## config.mk

```make
export PLATFORM = sky130hd
export DESIGN_NAME = safelock_timer
export DESIGN_NICKNAME = d
export VERILOG_FILES = /design/src/rtl/safelock_timer.sv
export SDC_FILE = /design/constraint.sdc
export NUM_CORES = 1
export LEC_CHECK = 0
export CELL_PAD_IN_SITES_DETAIL_PLACEMENT = 2
export CELL_PAD_IN_SITES_GLOBAL_PLACEMENT = 2
export CORE_MARGIN = 2
export CORE_UTILIZATION = 28
export CTS_CLUSTER_DIAMETER = 150
export CTS_CLUSTER_SIZE = 8
export DETAILED_ROUTE_END_ITERATION = 8
export GPL_TIMING_DRIVEN = 1
export PLACE_DENSITY = 0.76
export SLEW_MARGIN = 20
export SYNTH_ARGS = -nofsm -noshare
export SYNTH_HDL_FRONTEND = slang
export SYNTH_SLANG_ARGS = --single-unit
```

## constraint.sdc

```tcl
create_clock -name i_clk -period 4.25 [get_ports i_clk]
set_input_delay 0.85 -clock i_clk [delete_from_list [all_inputs] [get_ports i_clk]]
set_output_delay 0.85 -clock i_clk [all_outputs]
set_load 0.005 [all_outputs]
```

## src/rtl/safelock_timer.sv

```systemverilog
// Loadable down-counter shared by the unlock and lockout periods.
// It saturates at zero; the owning FSM decides what happens when it gets there.
module safelock_timer #(
    parameter int WIDTH = 10
) (
    input  logic             i_clk,
    input  logic             i_reset_n,
    input  logic             load,
    input  logic [WIDTH-1:0] load_value,
    input  logic             dec_en,
    output logic             zero
);

    logic [WIDTH-1:0] count_r;

    // Count register: load wins over decrement, decrement holds at zero.
    always_ff @(posedge i_clk) begin
        if (!i_reset_n) begin
            count_r <= {WIDTH{1'b0}};
        end else if (load) begin
            count_r <= load_value;
        end else if (dec_en && (count_r != {WIDTH{1'b0}})) begin
            count_r <= count_r - WIDTH'(1);
        end else begin
            count_r <= count_r;
        end
    end

    assign zero = (count_r == {WIDTH{1'b0}});

endmodule

```

## Word level (Yosys, flattened, before mapping)

Index checks and enable logic that the tools add are counted.
W data, S select, Z words.

- Add/sub/neg operators: 1
- Multiplexer cells: 2
- Reduce and logical (&&, ||, !) cells: 4

Operators by type and width:

| cell | count |
|---|---|
| $mux W10 | 2 |
| $logic_not A10 Y1 | 1 |
| $reduce_bool A10 Y1 | 1 |
| $sub A10 B1 Y10 const B | 1 |
| $reduce_bool A2 Y1 | 1 |
| $logic_and A1 B1 Y1 | 1 |

- Flip-flop bits (word level): 10
- Input port bits: 14
- Output and inout port bits: 1
- Logic and storage cells: 8

## Logic depth before layout (Yosys ltp)

Gate-level depths: netlist of the first run.

- Word-level depth: 4
- Depth in mapped cells: 6
- Mapped depth without buffers: 6

## Least setup slack after synthesis of the first run

OpenSTA, ideal clock, no wires.

- Path kind: reg-to-output
- From: reg count_r[7]
- To: out zero
- Data arrival time: 0.946 ns
- Required time: 3.400 ns
- Slack: 2.454 ns
- Cell stages (with the launch flop): 4
- Buffers on the path: 0
- Cell sequence: dfxtp_1 nor4_2 nand4b_2 inv_1

- Word-level cells in the longest chain between the ends: 1

RTL lines:

| item | RTL line | text |
|---|---|---|
| from (decl) | 14 | `logic [WIDTH-1:0] count_r;` |
| from (signal assigned) | 19 | `count_r <= {WIDTH{1'b0}};` |
| from (signal assigned) | 21 | `count_r <= load_value;` |
| from (signal assigned) | 23 | `count_r <= count_r - WIDTH'(1);` |
| $logic_not A10 Y1 | 29 | `assign zero = (count_r == {WIDTH{1'b0}});` |
| to (decl) | 11 | `output logic zero` |

Every way passes these cells.

## Worst setup path in the final report of the first run

Ends and elaborated chain as after synthesis.

==> results.cfg, run 1 <==
[yosys]
synth_area_leaders = dfxtp_1, a21oi_1, o21ai_0
synthArstFlopShare_pct = 0
syn_area_per_cell_um2 = 8.082
synth_area_leader_cell = dfxtp_1
yosys.cell_count.top_type = a21oi_1
ys_seq_area_share_pct = 33.47
ys_ff_latch = 10
yosysUniqueCellTypes = 27
synth_edf_count = 0
syn_nets = 89
synth.top_cells.by_count = a21oi_1, dfxtp_1, o21ai_0
syn_area_um2 = 598.1
synth_ff_type = dfxtp_1
yosysWarnings = 0
postSynthCellCount = 74
synth_top_area_share_pct = 33.47

[place]
io_buffers = 14
placed_cells = 112
hpwl_um = 1258
placed_cell_area_um2 = 760.7
gp_congestion = 0.7541

[floorplan]
io_pins = 15
die-area_um2 = 2522
core_um2 = 1982
rows = 16
start_util_pct = 30.18
die_width_um = 50.22
die_h_um = 50.22

[sta]
hold_viol = 0
relSlewSlack_pct = 73.26
fin_crit_ns = 2.786
worst_pin_slew_ns = 0.3998
fin_crit_sh_pct = 65.55
maxSlewViolCount = 0
finalSetupTns_ns = 0
skew_ns = 0.007359
setup_viol = 0
rsz0062_at_grt = no
fmax_ghz = 0.3589

[final_layout]
instances_no_fill = 116
regMostFlops = count_r
largest_register_ffs = 10
area_growth_pct = 33.26
drive_gt1_share_pct = 10.11
nets = 105
final_design_area_no_fill_um2 = 797.0
antenna_cells = 0
top_regs = count_r (10)

[grt]
grt_max_degree = 14
grt_pass1_vias = 655
grt_pass1_wl_um = 2967
grt_use_total_pct = 16.05
overflow = 0
antenna_found_initial = 0

[min_path]
hp-class = flip-flop to flip-flop

[detailed_routing]
wl_um = 1712
met2_length_um = 850
routed-via-count = 627
vias_per_cell = 5.405
drt_iter0_drc = 3
drc = 0
final_antenna_net_count = 0
top_layer = met4
drt-met1-wl_um = 776
first_pass_iters = 3
met3_length_um = 56
wl_per_cell_um = 14.76

[worst_setup_path]
cpPeakStageDelay_ns = 0.53
ff2ff_path_depth = 6
worstPathBufferInverterCount = 2
crit_arrival_ns = 1.94
crit_path_end = zero
critical_path.slowest_cell = clkdlybuf4s50_1
cp-start-kind = flip-flop
worstSetupPathDepth = 4
worstReg2RegStart = count_r[0]$_SDFFE_PN0P_
path_cells = nor4_2, nand4b_2, inv_1, clkdlybuf4s50_1
crit_path_end_kind = output port
critPathTopFamily = buffers and inverters
crit_start = count_r[7]$_SDFFE_PN0P_
criticalPathCategory = flip-flop to output port
path_max_fanout = 6
regToRegSetupSlack_ns = 2.58
crit_required_ns = 3.40
worstReg2RegEnd = count_r[8]$_SDFFE_PN0P_

[clock_network]
cts_max_level = 1
cts_setup_buffers = 0
cts-resized-gates = 0
cts_root_buffer = clkbuf_4
cts_buffers = 3
clkTransAtPathRegs_ns = 0.08
clk-insertion-delay-late_ns = 0.28
clock_sinks = 10
hold_buffers = 0
cts_tree = built
clk_path_buf_depth = 2

[pwr]
intPower_w = 0.0001839
finalPower_w = 0.0002615
pwr_density_cell_nw_per_um2 = 328.0
p_sw_w = 0.00007752
p_leak_nw = 0.3050
peakVddDrop_mv = 0.1294
seqPwrFrac_pct = 42.7
pwr-share-clk_pct = 35.0
p_comb_share_pct = 22.3
sw_frac_of_total_pct = 29.65

[run]
cap_violations = 0

[status]
status = completed
[final cells by class]
class	count	area, um2
fill	226	1185
multi-input combinational	57	371.6
inverter	4	15.01
timing repair buffer	14	140.1
tap	27	33.78
sequential	10	200.2
clock buffer	4	36.28
[worst reg2reg max path, delay by kind of cell, from the launching register on]
family	cells	cell delay [ns]
compound gates	1	0.08
flops	1	0.33
simple gates	2	0.58
mux	1	0.22
buf+inv	1	0.09
fa+ha+maj	1	0.24
[power groups by stage]
| stage | sequential (W) | clock (W) | combinational [W] |
|---|---|---|---|
| CTS | 0.000112 | 0.0000943 | 0.0000594 |
| floorplan | 0.000111 | 0 | 0.0000369 |
| detailed placement | 0.000114 | 0 | 0.0000585 |
| global route | 0.000114 | 0.000101 | 0.0000661 |
| finish | 0.000112 | 0.0000916 | 0.0000582 |
| global placement | 0.000114 | 0 | 0.0000572 |
[metrics by stage]
stage          hold WS, ns  setup slack [ns]  utilization (%)
2_1_floorplan       0.4865             2.454                -
4_1_cts             0.5284             1.402            40.21
5_1_grt             0.5828             1.291            40.21
3_3_place_gp        0.5177             1.730            38.38
3_5_place_dp        0.5168             1.723            38.38
6_report            0.5235             1.464            40.21
[per-layer routing]
layer / vias to the layer above / track usage (%)
met4: 0 / 8.333
met3: 4 / 3.571
met2: 10 / 26.97
met5: - / 0
li1: 307 / -
met1: 306 / 18.92
[logic make-up (layout without fill, tap and decap cells)]
logic type / Yosys count / after routing / share of synthesized area [%]
AOI/OAI and AO/OA: 28 / 28 / 26.99
and+or+nand+nor: 26 / 26 / 29.71
DFF: 10 / 10 / 33.47
buffers and inverters: 7 / 22 / 4.392
muxes: 2 / 2 / 3.347
adders and majority gates: 1 / 1 / 2.092
[cell usage in the layout (no fill, tap or decap), drive strengths merged, types with 2 or more instances in the layout]
| master | n |
|---|---|
| clkdlybuf4s50 | 14 |
| o21ai | 10 |
| clkbuf | 4 |
| dfxtp | 10 |
| nand2b | 2 |
| or3 | 3 |
| nand2 | 3 |
| mux2i | 2 |
| inv | 4 |
| a31oi | 2 |
| nor2 | 6 |
| nand3 | 3 |
| a21oi | 11 |
[worst min path at each step]
stage	startpoint	end	slack, ns	cells after the start
finish	count_r[6]$_SDFFE_PN0P_	count_r[6]$_SDFFE_PN0P_	0.52	2
detailed placement	count_r[6]$_SDFFE_PN0P_	count_r[6]$_SDFFE_PN0P_	0.52	2
global route	count_r[6]$_SDFFE_PN0P_	count_r[6]$_SDFFE_PN0P_	0.58	2
CTS	count_r[6]$_SDFFE_PN0P_	count_r[6]$_SDFFE_PN0P_	0.53	2
global placement	count_r[6]$_SDFFE_PN0P_	count_r[6]$_SDFFE_PN0P_	0.52	2
floorplan	count_r[6]$_SDFFE_PN0P_	count_r[6]$_SDFFE_PN0P_	0.49	2
(Power assumes the default switching activity.)
==> inputs of run 2 (changes only) <==
CORE_UTILIZATION = 24   (was 28)
PLACE_DENSITY = 0.69   (was 0.76)
clock period = 2.5 ns   (was 4.25 ns; I/O delays follow)
==> results.cfg, run 2 (same netlist as run 1, synthesis figures left out) <==
[sta]
fmax_ghz = 0.4246
skew_ns = 0.003943
relSlewSlack_pct = 71.24
hold_viol = 0
finalSetupTns_ns = 0
rsz0062_at_grt = no
setup_viol = 0
fin_crit_sh_pct = 94.21
holdWs_ns = 0.5751
worst_pin_slew_ns = 0.4300
layout_setup_ws_ns = 0.1448
fin_crit_ns = 2.355
maxSlewViolCount = 0

[worst_setup_path]
cp-start-kind = flip-flop
crit_path_end = zero
crit_required_ns = 2.00
crit_arrival_ns = 1.86
cpPeakStageDelay_ns = 0.53
worstReg2RegStart = count_r[0]$_SDFFE_PN0P_
crit_start = count_r[7]$_SDFFE_PN0P_
regToRegSetupSlack_ns = 0.89
critical_path.slowest_cell = clkdlybuf4s50_1
criticalPathCategory = flip-flop to output port
ff2ff_path_depth = 6
path_max_fanout = 6
crit_path_end_kind = output port
path_cells = nor4_4, nand4b_2, inv_1, clkdlybuf4s50_1
worstReg2RegEnd = count_r[8]$_SDFFE_PN0P_

[final_layout]
antenna_cells = 0
largest_register_ffs = 10
top_regs = count_r (10)
nFillCells = 269
final_cell_mix = clkdlybuf4s50_1, a21oi_1, o21ai_0, dfxtp_1, nor2_1
regMostFlops = count_r
final_design_area_no_fill_um2 = 824.5
nets = 107
drive_gt1_share_pct = 12.09
mostFrequentLayoutCell = clkdlybuf4s50_1
area_growth_pct = 37.87

[detailed_routing]
routed-via-count = 613
vias_per_cell = 5.066
drt_iter0_drc = 1
wl_um = 1751
final_antenna_net_count = 0
drc = 0
wl_per_cell_um = 14.47
first_pass_iters = 4

[floorplan]
io_pins = 15
rows = 18
core_um2 = 2410
die_h_um = 53.92
die-area_um2 = 2907
start_util_pct = 24.82
die_width_um = 53.92

[clock_network]
clk-insertion-delay-late_ns = 0.27
cts_max_level = 1
clock_sinks = 10
cts_root_buffer = clkbuf_4
cts_buffers = 3
cts_tree = built
cts_setup_buffers = 0
clkTransAtPathRegs_ns = 0.07
hold_buffers = 0
clk_path_buf_depth = 2

[place]
place_ws_ns = 0.3753
io_buffers = 14
hpwl_um = 1333
placed_cell_area_um2 = 779.5
gp_congestion = 0.7866

[pwr]
p_leak_nw = 0.3168
finalPower_w = 0.0004435
peakVddDrop_mv = 0.2469
pwr_density_cell_nw_per_um2 = 537.9

[grt]
overflow = 0
grt_max_degree = 13
antenna_found_initial = 0
grt_pass1_vias = 603
grt_use_total_pct = 14.12
grt_pass1_wl_um = 2822

[run]
cap_violations = 0

[min_path]
hp-class = flip-flop to flip-flop

[status]
status = completed
## run 2: changes by cell type in the layout (fill, tap and decap cells not counted)
cell | before | now
nor4_2 | 1 | 0
nor4_4 | 0 | 1
buf_4 | 0 | 2
## run 2: worst min path at each step
| stage | startpoint | slack (ns) | cells after the start | to |
|---|---|---|---|---|
| after floorplan | count_r[6]$_SDFFE_PN0P_ | 0.49 | 2 | count_r[6]$_SDFFE_PN0P_ |
| after global placement | count_r[6]$_SDFFE_PN0P_ | 0.53 | 2 | count_r[6]$_SDFFE_PN0P_ |
| after detailed placement | count_r[6]$_SDFFE_PN0P_ | 0.52 | 2 | count_r[6]$_SDFFE_PN0P_ |
| after CTS | count_r[6]$_SDFFE_PN0P_ | 0.53 | 2 | count_r[6]$_SDFFE_PN0P_ |
| after global routing | count_r[6]$_SDFFE_PN0P_ | 0.62 | 2 | count_r[6]$_SDFFE_PN0P_ |
| final | count_r[6]$_SDFFE_PN0P_ | 0.58 | 2 | count_r[6]$_SDFFE_PN0P_ |
## run 2: critical path, delay by kind of cell, from the launching register on
kind                   cells  cell delay, ns
buffers and inverters      2            0.72
AND/OR/NAND/NOR            2            0.49
flip-flops                 1            0.38
## run 2: report_power, final
part / leakage, nW / internal (W) / switching, W
sequential: 0.0833 / 0.000173 / 0.0000191
clock: 0.0210 / 0.0000885 / 0.0000601
combinational: 0.213 / 0.0000549 / 0.0000481
## run 2: what timing repair did
| item | 4_1_cts | 5_1_grt |
|---|---|---|
| hold endpoints to repair | 0 | 0 |
| endpoints found under the setup margin | 0 | 1 |
| gates resized for setup | 0 | 1 |
## run 2: per-stage QoR
step	instances	utilization (%)
6_report	121	34.22
5_1_grt	121	34.22
4_1_cts	121	33.85
3_5_place_dp	117	32.35
3_3_place_gp	117	32.35
2_1_floorplan	74	-
## run 2: cell type report
type,instances,area [um2],area share (%)
Sequential cell,10,200.2,24.28
Inverter,4,15.01,1.821
Multi-Input combinational cell,57,380.4,46.13
Tap cell,30,37.54,4.552
Timing Repair Buffer,16,155.1,18.82
Clock buffer,4,36.28,4.401
## run 2: metal layers
layer  wire length, um  GRT usage [%]
met1               829          17.68
met3                72          5.833
met5                 0              0
met2               831          22.15
met4                17          3.846
